--- src/rtl/fwd_pkg.sv ---
// fwd_pkg: shared tracking-entry type, stage indices and select-width helper for the forwarding unit.
package fwd_pkg;

    // Destination field is stored zero-extended so any ADDR_W up to this fits one entry type.
    localparam int DEST_MAX = 16;

    localparam int STG_EX  = 0;
    localparam int STG_MEM = 1;
    localparam int STG_WB  = 2;

    typedef struct packed {
        logic                valid;
        logic                writereg;
        logic                load;
        logic [DEST_MAX-1:0] dest;
    } fwd_entry_t;

    function automatic int sel_width(input int nstage);
        return $clog2(nstage + 1);
    endfunction

endpackage

--- src/rtl/fwd_match.sv ---
// fwd_match: one source operand's comparator chain over the tracked stages, youngest-wins mux and sel encoding.
module fwd_match
    import fwd_pkg::*;
#(
    parameter int DATA_W = 32,
    parameter int ADDR_W = 5,
    parameter int NSTAGE = 3,
    parameter int SEL_W  = 2
) (
    input  fwd_entry_t [NSTAGE-1:0]        tab,
    input  logic       [ADDR_W-1:0]        addr,
    input  logic       [DATA_W-1:0]        regval,
    input  logic       [NSTAGE*DATA_W-1:0] stage_wbvalue,
    output logic       [DATA_W-1:0]        value,
    output logic       [SEL_W-1:0]         sel,
    output logic                           win_load
);

    logic [NSTAGE-1:0] hit;

    // Walk oldest to youngest so the youngest matching producer is the last to overwrite.
    always_comb begin
        hit      = '0;
        value    = regval;
        sel      = '0;
        win_load = 1'b0;
        for (int k = NSTAGE - 1; k >= 0; k--) begin
            hit[k] = tab[k].valid && tab[k].writereg && tab[k].dest == DEST_MAX'(addr) && addr != '0;
            if (hit[k]) begin
                value    = stage_wbvalue[k*DATA_W +: DATA_W];
                sel      = SEL_W'(k + 1);
                win_load = tab[k].load;
            end
        end
    end

endmodule

--- src/rtl/fwd_hazard_unit.sv ---
// fwd_hazard_unit: decode-stage operand forwarding and load-use stall over NSTAGE tracked stages.
// Define FWD_STATS_EN to add saturating forward/stall event counters.
module fwd_hazard_unit
    import fwd_pkg::*;
#(
    parameter int DATA_W = 32,
    parameter int ADDR_W = 5,
    parameter int NSRC   = 2,
    parameter int NSTAGE = 3
) (
    input  logic                                 clock,
    input  logic                                 reset,
    input  logic                                 id_valid,
    input  logic [ADDR_W-1:0]                    id_regdest,
    input  logic                                 id_writereg,
    input  logic                                 id_load,
    input  logic [NSRC*ADDR_W-1:0]               id_addr,
    input  logic [NSRC*DATA_W-1:0]               id_regval,
    input  logic [NSTAGE*DATA_W-1:0]             stage_wbvalue,
    input  logic                                 freeze,
    output logic [NSRC*DATA_W-1:0]               fw_id_regval,
    output logic [NSRC*sel_width(NSTAGE)-1:0]    fw_src_sel,
    output logic                                 fw_if_id_stall
`ifdef FWD_STATS_EN
    ,
    output logic [31:0]                          fw_stat_fwd,
    output logic [31:0]                          fw_stat_stall
`endif
);

    localparam int SEL_W = sel_width(NSTAGE);

    fwd_entry_t [NSTAGE-1:0] tab;
    logic [NSRC*DATA_W-1:0]  res_val;
    logic [NSRC*SEL_W-1:0]   res_sel;
    logic [NSRC-1:0]         ld_hit;
    logic [NSRC-1:0]         fwd_hit;

    for (genvar i = 0; i < NSRC; i++) begin : g_src
        logic [SEL_W-1:0] sel;
        logic             win_load;
        fwd_match #(
            .DATA_W(DATA_W),
            .ADDR_W(ADDR_W),
            .NSTAGE(NSTAGE),
            .SEL_W (SEL_W)
        ) u_match (
            .tab          (tab),
            .addr         (id_addr[i*ADDR_W +: ADDR_W]),
            .regval       (id_regval[i*DATA_W +: DATA_W]),
            .stage_wbvalue(stage_wbvalue),
            .value        (res_val[i*DATA_W +: DATA_W]),
            .sel          (sel),
            .win_load     (win_load)
        );
        assign res_sel[i*SEL_W +: SEL_W] = sel;
        // An EX-stage hit always wins, so a winning load in EX is exactly a load-use pair.
        assign ld_hit[i]  = win_load && sel == SEL_W'(STG_EX + 1);
        assign fwd_hit[i] = sel != '0;
    end

    assign fw_if_id_stall = id_valid && |ld_hit;

    always_ff @(posedge clock or negedge reset) begin
        if (!reset) begin
            tab          <= '0;
            fw_id_regval <= '0;
            fw_src_sel   <= '0;
        end else if (!freeze) begin
            for (int k = NSTAGE - 1; k > 0; k--) tab[k] <= tab[k-1];
            tab[STG_EX] <= fw_if_id_stall ? '0
                         : fwd_entry_t'{id_valid, id_writereg, id_load, DEST_MAX'(id_regdest)};
            if (!fw_if_id_stall) begin
                fw_id_regval <= res_val;
                fw_src_sel   <= res_sel;
            end
        end
    end

`ifdef FWD_STATS_EN
    always_ff @(posedge clock or negedge reset) begin
        if (!reset) begin
            fw_stat_fwd   <= '0;
            fw_stat_stall <= '0;
        end else if (!freeze) begin
            if (!fw_if_id_stall && |fwd_hit && fw_stat_fwd != '1) fw_stat_fwd <= fw_stat_fwd + 32'd1;
            if (fw_if_id_stall && fw_stat_stall != '1) fw_stat_stall <= fw_stat_stall + 32'd1;
        end
    end
`else
    logic unused_fwd_hit;
    assign unused_fwd_hit = ^fwd_hit;
`endif

endmodule

--- config.mk ---
export PLATFORM = sky130hd
export DESIGN_NAME = fwd_hazard_unit
export DESIGN_NICKNAME = d
export VERILOG_FILES = /design/src/rtl/fwd_pkg.sv /design/src/rtl/fwd_match.sv /design/src/rtl/fwd_hazard_unit.sv
export SDC_FILE = /design/constraint.sdc
export NUM_CORES = 1
export LEC_CHECK = 0
export ABC_AREA = 1
export CAP_MARGIN = 20
export CORE_MARGIN = 2
export CORE_UTILIZATION = 30
export CTS_BUF_LIST = sky130_fd_sc_hd__clkbuf_2 sky130_fd_sc_hd__clkbuf_4 sky130_fd_sc_hd__clkbuf_8
export DETAILED_ROUTE_END_ITERATION = 12
export PLACE_DENSITY_LB_ADDON = 0.08
export SKIP_CTS_REPAIR_TIMING = 1
export SYNTH_ARGS = -nofsm -noshare
export SYNTH_HDL_FRONTEND = slang
export SYNTH_SLANG_ARGS = --single-unit
--- constraint.sdc ---
create_clock -name clock -period 1.7 [get_ports clock]
set_input_delay 0.34 -clock clock [delete_from_list [all_inputs] [get_ports clock]]
set_output_delay 0.34 -clock clock [all_outputs]
set_load 0.05 [all_outputs]
==> results.tsv <==
stage	metric	value	unit
logic_synthesis	Synth Net Count	1254	
logic_synthesis	Async S/R FF share, synth	100	%
clocking	clock slew at reported path FFs	0.10	ns
cells_and_area	fin nets	1552	
sta	Clock Skews	0.0103	ns
pwr	switch share	35.1	%
run_status	failing checks	negative setup slack	
logic_synthesis	Yosys top cell by area	dfrtp_1	
cells_and_area	n_diodes	0	
clocking	maximum clock path buffer count	2	
clocking	clock sink count	90	
sta	Final Setup Violations	68	
logic_synthesis	sequential fraction of the synthesis area	33.7	%
drt	1st-pass router iterations	5	
logic_synthesis	post-synth cell types	23	
sta	crit share post-route	124	%
worst_setup_path	crit start category	flop	
logic_synthesis	mean post-synth cell area	6.23	µm²
logic_synthesis	ys flop type	dfrtp_1	
logic_synthesis	Mapped Cells	1073	
sta	hold violation total from the final report	0	
placed_design	RePlAce Congestion	0.872	
worst_setup_path	Crit. path cell count	10	
floorplan	Die Area	0.0235	mm²
sta	fin. max-slew vios	0	
sta	post-route setup slack	-0.400	ns
worst_setup_path	WP data required	1.36	ns
cells_and_area	Finished Cell Area	0.0108	mm²
pwr	Logic pwr share	35.4	%
drt	Routed WL	31.4	mm
logic_synthesis	XOR/XNOR Fraction of Synth Area	0.787	%
cells_and_area	final core occ	49.3	%
floorplan	# IOs	250	
grt	initial antenna violation count	0	
clocking	H-tree Lvls	3	
clocking	CTS tree	built	
worst_setup_path	FF-to-FF setup slack	-0.11	ns
grt	gr ovfl total	0	
worst_setup_path	Max stage delay cell, worst path	dfrtp_1	
worst_setup_path	Buf/Inv on CP	3	
worst_setup_path	crit-path most repeated cell	nand2_1	
worst_setup_path	CP peak stage delay	0.40	ns
drt	WL/cell	19.0	µm
clocking	CTS Buf Count	9	
floorplan	Placeable Area	0.0218	mm²
floorplan	die width	153	µm
grt	largest net degree at the start of global routing	51	
logic_synthesis	cell with the most instances after synthesis	nand2_1	
placed_design	# port buffers	249	
grt	GRT Util Overall	24.2	%
logic_synthesis	Adder-Cell Fraction of Synth Area	0	%
run_status	status	finished with violations	
logic_synthesis	post-synthesis compound-gate area fraction	4.96	%
logic_synthesis	Area contributors post-synth	dfrtp_1, nand3_1, nand2_1	
placed_design	placed cell areas	0.00971	mm²
worst_setup_path	CP Capture Type	primary output	
drt	DRT iter0 DRCs	603	
logic_synthesis	Synth Area in Simple Gates	48.2	%
logic_synthesis	synthesized cell area	0.00668	mm²
worst_setup_path	crit path max fanout	3	
sta	fmax	0.476	GHz
floorplan	Die Ht	153	µm
sta	Slew HR	64.3	%
pwr	Power Total	7.06	mW
min_path	Worst Hold Class	input port to async pin	
sta	RSZ-0062 raised after global routing	yes	
worst_setup_path	CP Cell Sequence	buf_4, nand2_1, nand2_1, nand3_2, nor2_2, nand2_2, inv_4, o21ai_4, nor2_4, buf_12	
drt	# DRC	0	
drt	Vias/cell	5.02	
pwr	Clock Power Share	28.8	%
grt	first-pass GRT wire length	45.0	mm
worst_setup_path	cell class contributing the biggest share of worst-path delay	simple AND/OR/NAND/NOR gates	
sta	Setup TNS Final	-3.59	ns
sta	Final Critical Period	2.10	ns
sta	Fin Hold WS	0.467	ns
pwr	sw power	2.48	mW
pwr	Leakage	5.51	nW
worst_setup_path	critical path class	flop to primary output	
worst_setup_path	Reg2Reg Depth	12	
logic_synthesis	YS warnings	0	
logic_synthesis	Commonest cells post-synth	nand2_1, nand3_1, dfrtp_1, inv_1, nor2_1	
drt	DR vias	8314	
floorplan	row count	54	
logic_synthesis	#FFs+latches synth	90	
worst_setup_path	CP arrival	1.76	ns
pwr	internal power	4.58	mW
cells_and_area	share of layout cells above drive strength 1	18.5	%
floorplan	Initial Util	30.6	%
logic_synthesis	mux cell area share after synthesis	0	%
logic_synthesis	EDFF count, synth	0	
pwr	pwr dens	656	mW/mm²
drt	count of antenna-violating nets left after detailed routing	0	
cells_and_area	area grow syn2layout	61.1	%
clocking	worst-skew pair later-pin latency	0.38	ns
grt	number of global-route vias before repair	8012	
logic_synthesis	share of the synthesized area in the top cell type	33.7	%
logic_synthesis	largest family of logic cells by synthesized area	simple AND/OR/NAND/NOR gates	
pwr	maximum vdd drop	0.413	mV
sta	Slew @ Worst Pin	0.536	ns
pwr	register share of total power	35.8	%
clocking	Root Buffer	clkbuf_8	
flow_run	Max Cap Viol	0	
placed_design	HPWL Detailed	20.9	mm
-- per-stage QoR --
stage | setup slack (ns) | instances
final | -0.400 | 1656
after detailed placement | -0.659 | 1608
after floorplan | 0.00566 | 1073
after global routing | -0.489 | 1656
after CTS | -0.659 | 1624
after global placement | -0.587 | 1608
-- cells by family (layout without fill, tap and decap cells) --
family | after synthesis | in the layout
buf+inv | 171 | 472
flops | 90 | 90
compound gates | 64 | 64
simple gates | 742 | 744
xor+xnor | 6 | 6
-- path summary, 6_finish.rpt --
| kind | from | end |
|---|---|---|
| min | reset | fw_id_regval[41] |
| min reg2reg | tab[56] | tab[56] |
| min in group clock | tab[56] | tab[56] |
| max | tab[2] | fw_if_id_stall |
| max reg2reg | tab[2] | fw_id_regval[44] |
| max in group asynchronous | reset | fw_id_regval[43] |
-- worst reg2reg max path: stages (launching register included) --
cell and delay, ns:
dfrtp_1 0.40, buf_4 0.12, nand2_1 0.04, nand2_1 0.08
nand3_2 0.07, nor2_2 0.16, nand3_1 0.14, nand2_4 0.14
nand2_8 0.11, nand2_8 0.15, clkbuf_16 0.20, nand2_1 0.06
o21ai_1 0.07
-- flip-flops by register name (all words and copies together), names as in the netlist --
| register | cells |
|---|---|
| fw_src_sel | 4 |
| fw_id_regval | 64 |
| tab | 22 |
-- metal layers --
layer | vias up | global-route usage, % | routed length (µm)
met2 | 394 | 38.4 | 14300
met4 | 0 | 8.29 | 1030
met3 | 58 | 3.94 | 2360
met1 | 3823 | 33.6 | 13700
met5 | - | 0 | 0
li1 | 4039 | - | -
-- area by class of cell --
type / instances / area (µm²)
Fill cell: 2248 / 11100
Multi-Input combinational cell: 814 / 3820
Timing Repair Buffer: 356 / 3690
Sequential cell: 90 / 2260
Inverter: 100 / 378
Tap cell: 280 / 350
Clock buffer: 11 / 145
Clock inverter: 5 / 125
-- power groups by stage --
stage / clock network, mW / registers (mW) / logic [mW]
floorplan: 0 / 3.07 / 0.670
global placement: 0 / 2.56 / 2.33
detailed placement: 0 / 2.56 / 2.34
CTS: 2.08 / 2.52 / 2.35
global route: 2.15 / 2.56 / 2.67
finish: 2.04 / 2.53 / 2.50
-- placed cells by master, fill, tap and decap left out, types with 2 or more instances in the layout --
cell type,instances
inv_1,83
buf_8,3
inv_2,15
clkbuf_8,10
nand2_2,6
nand3b_1,2
bufinv_16,4
o21ai_0,14
buf_12,20
nand3_1,291
nor2_4,9
dfrtp_2,5
nand2_8,4
nand2_4,3
nand3_2,6
xnor2_2,4
buf_4,130
clkbuf_16,12
xnor2_1,2
dlymetal6s2s_1,10
nand2_1,375
buf_6,10
nor2_2,6
a21oi_1,8
nor2_1,41
clkdlybuf4s50_1,169
dfrtp_1,85
o21ai_1,39
Power figures use the tool's default switching activity.
